`config.mk`:
```
export PLATFORM = sky130hd
export DESIGN_NAME = core_dbg_itr_ctrl
export DESIGN_NICKNAME = d
export VERILOG_FILES = /design/src/rtl/core_dbg_itr_ctrl.sv
export SDC_FILE = /design/constraint.sdc
export NUM_CORES = 1
export LEC_CHECK = 0
export ABC_AREA = 1
export CAP_MARGIN = 20
export CORE_AREA = 5 5 159 161
export CTS_BUF_LIST = sky130_fd_sc_hd__clkbuf_8 sky130_fd_sc_hd__clkbuf_16
export DETAILED_ROUTE_END_ITERATION = 8
export DIE_AREA = 0 0 164 166
export GPL_ROUTABILITY_DRIVEN = 1
export PLACE_DENSITY = 0.88
export SLEW_MARGIN = 5
export SYNTH_ARGS = -nofsm -noshare
export SYNTH_HDL_FRONTEND = slang
export SYNTH_SLANG_ARGS = --single-unit
export TNS_END_PERCENT = 30
```
`constraint.sdc`:
```
create_clock -name i_clk -period 3.5 [get_ports i_clk]
set_clock_uncertainty 0.2 [all_clocks]
set_input_delay 0.35 -clock i_clk [delete_from_list [all_inputs] [get_ports i_clk]]
set_output_delay 0.35 -clock i_clk [all_outputs]
set_load 0.05 [all_outputs]
```
`src/rtl/core_dbg_itr_ctrl.sv`:
```
// core_dbg_itr_ctrl
// Debug-interface controller. It holds the DBGSC, DRUNCTRL, ITR0-3 and DTR registers
// at offsets 0-7. It sequences halt, resume and ITR execution, and it injects ITR0..ITR3
// one at a time into the halted core over a valid/ready port. The 64-bit DTR is shared
// between the debug port and the core.
// Register map: 0 DBGSC, 1 DRUNCTRL, 2..5 ITR0..ITR3, 6 DTR_HI, 7 DTR_LO.
module core_dbg_itr_ctrl #(
  parameter int INSN_WIDTH  = 32,
  parameter int DTR_WIDTH   = 64,
  parameter int ITR_TIMEOUT = 255
) (
  input  logic                  i_clk,
  input  logic                  i_rst,
  input  logic                  i_dbg_wr,
  input  logic                  i_dbg_rd,
  input  logic [3:0]            i_dbg_addr,
  input  logic [31:0]           i_dbg_wdata,
  output logic [31:0]           o_dbg_rdata,
  output logic                  o_dbg_busy,
  output logic                  o_halt_req,
  input  logic                  i_halted,
  output logic                  o_resume_req,
  output logic                  o_itr_valid,
  input  logic                  i_itr_ready,
  output logic [INSN_WIDTH-1:0] o_itr_insn,
  output logic [1:0]            o_itr_idx,
  input  logic                  i_itr_retire,
  input  logic                  i_itr_error,
  input  logic                  i_dtr_core_wr,
  input  logic [DTR_WIDTH-1:0]  i_dtr_core_wdata,
  output logic [DTR_WIDTH-1:0]  o_dtr_core_rdata
);

  localparam int HALF_W = DTR_WIDTH / 2;
  localparam int TMR_W  = $clog2(ITR_TIMEOUT + 1);
  localparam logic [TMR_W-1:0] TMR_LAST = TMR_W'(ITR_TIMEOUT - 1);

  typedef enum logic [2:0] {
    S_RUN         = 3'd0,
    S_HALTING     = 3'd1,
    S_HALTED      = 3'd2,
    S_ISSUE       = 3'd3,
    S_WAIT_RETIRE = 3'd4,
    S_RESUMING    = 3'd5
  } state_t;

  state_t                r_state, w_state_nxt;
  logic [1:0]            r_idx, w_idx_nxt;
  logic [TMR_W-1:0]      r_timer, w_timer_nxt;
  logic                  r_err, w_err_nxt, w_abort;
  logic [INSN_WIDTH-1:0] r_itr [4];
  logic [DTR_WIDTH-1:0]  r_dtr;
  logic [31:0]           r_rdata, w_rd_val, w_status;
  logic                  r_busy, r_halt_req, r_resume_req, r_itr_valid;
  logic [INSN_WIDTH-1:0] r_itr_insn;

  // Write decode and legality checks
  logic        w_wr_dbgsc, w_wr_drun, w_wr_itr, w_busy_st;
  logic        w_itr_bad, w_itr_store, w_run_req, w_run_bad;
  logic        w_wr_dtr_hi, w_wr_dtr_lo;
  logic [3:0]  w_addr_off;
  logic [1:0]  w_itr_sel;
  logic [HALF_W-1:0] w_dtr_hi_nxt, w_dtr_lo_nxt;

  assign w_wr_dbgsc  = i_dbg_wr && (i_dbg_addr == 4'd0);
  assign w_wr_drun   = i_dbg_wr && (i_dbg_addr == 4'd1);
  assign w_wr_itr    = i_dbg_wr && (i_dbg_addr >= 4'd2) && (i_dbg_addr <= 4'd5);
  assign w_wr_dtr_hi = i_dbg_wr && (i_dbg_addr == 4'd6);
  assign w_wr_dtr_lo = i_dbg_wr && (i_dbg_addr == 4'd7);
  assign w_addr_off  = i_dbg_addr - 4'd2;
  assign w_itr_sel   = w_addr_off[1:0];
  assign w_busy_st   = (r_state == S_ISSUE) || (r_state == S_WAIT_RETIRE);
  // ITR3 is the trigger, so it is only legal while halted; no ITR may change mid-sequence
  assign w_itr_bad   = w_wr_itr && (w_busy_st || ((w_itr_sel == 2'd3) && (r_state != S_HALTED)));
  assign w_itr_store = w_wr_itr && !w_itr_bad;
  assign w_run_req   = w_wr_drun && i_dbg_wdata[0];
  assign w_run_bad   = w_run_req && (r_state != S_HALTED);
  assign w_status    = {29'd0, r_err, w_busy_st, i_halted};

  // A debug half-write wins over the core for that half; the core still updates the other half
  assign w_dtr_hi_nxt = w_wr_dtr_hi   ? i_dbg_wdata[HALF_W-1:0] :
                        i_dtr_core_wr ? i_dtr_core_wdata[DTR_WIDTH-1:HALF_W] :
                                        r_dtr[DTR_WIDTH-1:HALF_W];
  assign w_dtr_lo_nxt = w_wr_dtr_lo   ? i_dbg_wdata[HALF_W-1:0] :
                        i_dtr_core_wr ? i_dtr_core_wdata[HALF_W-1:0] :
                                        r_dtr[HALF_W-1:0];

  // Next-state, ITR index and retire timer
  always_comb begin
    w_state_nxt = r_state;
    w_idx_nxt   = r_idx;
    w_timer_nxt = r_timer;
    w_abort     = 1'b0;
    case (r_state)
      S_RUN: begin
        if (w_wr_dbgsc && i_dbg_wdata[0]) begin
          w_state_nxt = i_halted ? S_HALTED : S_HALTING;
        end else begin
          w_state_nxt = S_RUN;
        end
      end
      S_HALTING: begin
        if (i_halted) begin
          w_state_nxt = S_HALTED;
        end else begin
          w_state_nxt = S_HALTING;
        end
      end
      S_HALTED: begin
        if (w_itr_store && (w_itr_sel == 2'd3)) begin
          w_state_nxt = S_ISSUE;
          w_idx_nxt   = 2'd0;
        end else if (w_run_req) begin
          w_state_nxt = S_RESUMING;
        end else begin
          w_state_nxt = S_HALTED;
        end
      end
      S_ISSUE: begin
        if (i_itr_ready) begin
          w_state_nxt = S_WAIT_RETIRE;
          w_timer_nxt = '0;
        end else begin
          w_state_nxt = S_ISSUE;
        end
      end
      S_WAIT_RETIRE: begin
        // Error beats retire; a retire in the last allowed cycle still counts
        if (i_itr_error) begin
          w_abort     = 1'b1;
          w_state_nxt = S_HALTED;
          w_idx_nxt   = 2'd0;
        end else if (i_itr_retire) begin
          if (r_idx == 2'd3) begin
            w_state_nxt = S_HALTED;
            w_idx_nxt   = 2'd0;
          end else begin
            w_state_nxt = S_ISSUE;
            w_idx_nxt   = r_idx + 2'd1;
          end
        end else if (r_timer == TMR_LAST) begin
          w_abort     = 1'b1;
          w_state_nxt = S_HALTED;
          w_idx_nxt   = 2'd0;
        end else begin
          w_timer_nxt = r_timer + {{(TMR_W-1){1'b0}}, 1'b1};
        end
      end
      S_RESUMING: begin
        if (!i_halted) begin
          w_state_nxt = S_RUN;
        end else begin
          w_state_nxt = S_RESUMING;
        end
      end
      default: begin
        w_state_nxt = S_RUN;
        w_idx_nxt   = 2'd0;
      end
    endcase
  end

  // Sticky error: setting events take priority over a DBGSC clear
  always_comb begin
    if (w_abort || w_itr_bad || w_run_bad) begin
      w_err_nxt = 1'b1;
    end else if (w_wr_dbgsc && i_dbg_wdata[1]) begin
      w_err_nxt = 1'b0;
    end else begin
      w_err_nxt = r_err;
    end
  end

  // Read data mux; the read sees register contents before any same-cycle write
  always_comb begin
    case (i_dbg_addr)
      4'd0, 4'd1, 4'd2, 4'd3, 4'd4, 4'd5: w_rd_val = w_status;
      4'd6:    w_rd_val = 32'(r_dtr[DTR_WIDTH-1:HALF_W]);
      4'd7:    w_rd_val = 32'(r_dtr[HALF_W-1:0]);
      default: w_rd_val = 32'd0;
    endcase
  end

  // Control state, index, timer and error registers
  always_ff @(posedge i_clk) begin
    if (i_rst) begin
      r_state <= S_RUN;
      r_idx   <= 2'd0;
      r_timer <= '0;
      r_err   <= 1'b0;
    end else begin
      r_state <= w_state_nxt;
      r_idx   <= w_idx_nxt;
      r_timer <= w_timer_nxt;
      r_err   <= w_err_nxt;
    end
  end

  // Register file (ITRs, DTR) and registered read data
  always_ff @(posedge i_clk) begin
    if (i_rst) begin
      for (int k = 0; k < 4; k++) r_itr[k] <= '0;
      r_dtr   <= '0;
      r_rdata <= 32'd0;
    end else begin
      if (w_itr_store) r_itr[w_itr_sel] <= i_dbg_wdata[INSN_WIDTH-1:0];
      r_dtr <= {w_dtr_hi_nxt, w_dtr_lo_nxt};
      if (i_dbg_rd) r_rdata <= w_rd_val;
    end
  end

  // Outputs registered from the next state so they line up with the state register
  always_ff @(posedge i_clk) begin
    if (i_rst) begin
      r_busy       <= 1'b0;
      r_halt_req   <= 1'b0;
      r_resume_req <= 1'b0;
      r_itr_valid  <= 1'b0;
      r_itr_insn   <= '0;
    end else begin
      r_busy       <= (w_state_nxt == S_ISSUE) || (w_state_nxt == S_WAIT_RETIRE);
      r_halt_req   <= (w_state_nxt == S_HALTING);
      r_resume_req <= (w_state_nxt == S_RESUMING);
      r_itr_valid  <= (w_state_nxt == S_ISSUE);
      r_itr_insn   <= (w_state_nxt == S_ISSUE) ? r_itr[w_idx_nxt] : '0;
    end
  end

  assign o_dbg_rdata      = r_rdata;
  assign o_dbg_busy       = r_busy;
  assign o_halt_req       = r_halt_req;
  assign o_resume_req     = r_resume_req;
  assign o_itr_valid      = r_itr_valid;
  assign o_itr_insn       = r_itr_insn;
  assign o_itr_idx        = r_idx;
  assign o_dtr_core_rdata = r_dtr;

endmodule

```
==> out/summary.txt <==
share of the synthesized area in the top cell type = 31.6%
Yosys reg bits = 274
Vias/cell = 5.39
routed wire length = 36,600 um
worst-skew pair later-pin latency = 0.53 ns
Area Growth Syn to Fin = 29.2%
number of global-route vias before repair = 10,700
Slew HR = 54.6%
Met3 Wirelength = 3660 um
endpoints failing hold = 0
post-synthesis average cell area = 8.26 um2
CTS Buf Count = 28
cell area after layout = 15,700 um2
first-pass GRT wire length = 57,800 um
crit-path max FO = 31
postcts setup bufs = 0
fraction of layout cells with a size suffix above 1 = 5.42%
initial antenna violation count = 0
Worst EP required = 3.47 ns
Setup crit end kind = flip-flop
fmax = 412 MHz
Max Cap Viol = 0
Startpoint Class = flip-flop
worst-margin pin slew = 0.680 ns
# rows = 57
fin. max-slew vios = 0
Final Critical Period = 2.43 ns
leading area contributor after synthesis = edfxtp_1
DR WL met2 = 17,700 um
post-cts sizing count = 0
Synth area leaders = edfxtp_1 32%, dfxtp_1 24%, nand2_1 7.7%
unrepaired setup endpoints after global routing = no
Die ar. = 27,200 um2
area of placed instances = 14,800 um2
final worst path period share = 69.3%
maximum vdd ir drop = 0.316 mV
I/O pins = 243
DRT antenna net count = 0
clock-pin transition on the worst setup and hold timing paths = 0.06 ns
Setup TNS = 0 ns
initial core utilization = 51.0%
Vias = 10,900
DR pass1 iterations = 5
die width = 164 um
Power Density = 460 nW/um2
Synth Cell Area = 12,100 um2
Total GRT Usage = 26.4%
sequential cell area fraction in the yosys report = 55.7%
aggregate global routing overflow = 0
post-synthesis cell count = 1,471
crit path kind = flip-flop to flip-flop
pin count of the biggest net entering global routing = 70
DP HPWL = 24,000 um
Initial DRC Count = 1,042
clock buffer depth = 3
cell leakage power = 6.26 nW
clock sinks = 274
net count after synthesis = 1,583
most frequent cells in the layout = 248 x nand2_1, 240 x clkdlybuf4s50_1, 230 x inv_1, 147 x nor2_1, 146 x dfxtp_1
worst hold path type = primary input to flip-flop
Layout Nets = 1,788
most common cell after layout, fill and taps aside = nand2_1
wire per inst = 18.1 um
setup violators final = 0
H-tree levels = 1
Yosys cell types = 33
Worst Path Arrival = 2.39 ns
DRC violations left = 0
Yosys warning count = 0
placer congestion estimate = 0.849
# diodes = 0
Metal-1 WL = 14,300 um
CTS tree = yes
status = complete, no violations
Post-CTS Hold Buffers = 0
Die Ht = 166 um
Clock Root Buffer = clkbuf_16
core area = 23,800 um2
Top Metal Used = met4
Port Buffers = 242
==> cells in the mapped netlist <==
cell type / count
a21oi_1: 139
a21oi_2: 1
a31oi_1: 1
a41oi_1: 1
buf_1: 5
buf_2: 25
buf_4: 6
clkbuf_1: 56
clkinv_1: 1
dfxtp_1: 146
edfxtp_1: 128
ha_1: 3
inv_1: 218
inv_2: 9
nand2_1: 248
nand2_2: 2
nand2_4: 2
nand3_1: 110
nand3_2: 2
nand3_4: 1
nand3b_1: 34
nand4_1: 2
nor2_1: 148
nor2_2: 6
nor2_4: 1
nor3_1: 5
o2111ai_1: 1
o21ai_0: 125
o21ai_1: 10
o221ai_1: 3
o22ai_1: 29
or2_1: 1
xor2_1: 2
==> sequential cells by signal, summed over array words and instances (netlist names) <==
| register | cells |
|---|---|
| r_err | 1 |
| o_resume_req | 1 |
| o_dtr_core_rdata | 64 |
| r_itr | 128 |
| o_halt_req | 1 |
| r_timer | 8 |
| o_itr_idx | 2 |
| o_itr_insn | 32 |
| o_dbg_rdata | 32 |
| o_dbg_busy | 1 |
| r_state | 3 |
| o_itr_valid | 1 |
==> worst max-delay path, stage by stage (launching register included) <==
cell     delay [ns]
dfxtp_1        0.41
inv_2          0.07
nor2_1         0.23
nor2_2         0.09
nor2_4         0.14
nand2_1        0.07
nor2_2         0.17
nand2_1        0.11
nand2_1        0.11
buf_4          0.43
==> power by group <==
group / switching [mW] / total, mW / internal, mW
clock: 1.23 / 2.91 / 1.68
combinational: 0.507 / 0.789 / 0.282
sequential: 0.0457 / 3.51 / 3.46
total: 1.78 / 7.21 / 5.43
==> per-layer routing <==
metal | vias up | track usage (%)
met2 | 523 | 44.4
met5 | - | 0
met3 | 71 | 6.68
met4 | 0 | 7.51
li1 | 5181 | -
met1 | 5109 | 33.8
==> metrics by stage <==
step | util (%) | power, mW | instances | hold slack, ns | worst slack, ns
floorplan | - | 4.01 | 1471 | 0.235 | 0.849
detailed placement | 62.1 | 4.35 | 1970 | 0.260 | 0.740
CTS | 65.9 | 7.23 | 2021 | 0.0545 | 1.11
global route | 65.9 | 7.45 | 2021 | 0.0844 | 0.842
global placement | 62.1 | 4.34 | 1970 | 0.251 | 0.752
finish | 65.9 | 7.21 | 2021 | 0.0861 | 1.07
==> worst paths after layout <==
path	from	endpoint	slack [ns]	cells after the start
setup / recovery	r_state[1]	r_itr[0][19]	1.07	9
hold / removal	i_rst	r_timer[0]	0.09	4
setup reg to reg	r_state[1]	r_itr[0][19]	1.07	9
hold reg to reg	o_dbg_rdata[1]	o_dbg_rdata[1]	0.27	2
==> cell families (layout without fill, tap and decap cells) <==
| kind of cell | Yosys count | count (layout) | share of synthesized area [%] |
|---|---|---|---|
| simple gates | 562 | 562 | 20.2 |
| xor+xnor | 2 | 2 | 0.144 |
| compound gates | 310 | 310 | 13.3 |
| buf+inv | 320 | 546 | 10.3 |
| flops | 274 | 274 | 55.7 |
| fa+ha+maj | 3 | 3 | 0.309 |
==> layout make-up <==
type	count	area, um2
fill	1855	8130
multi-input combinational	877	4140
tap	324	405
clock inverter	20	148
sequential	274	6770
inverter	228	856
timing repair buffer	267	2620
clock buffer	31	753
(Power assumes the default switching activity.)
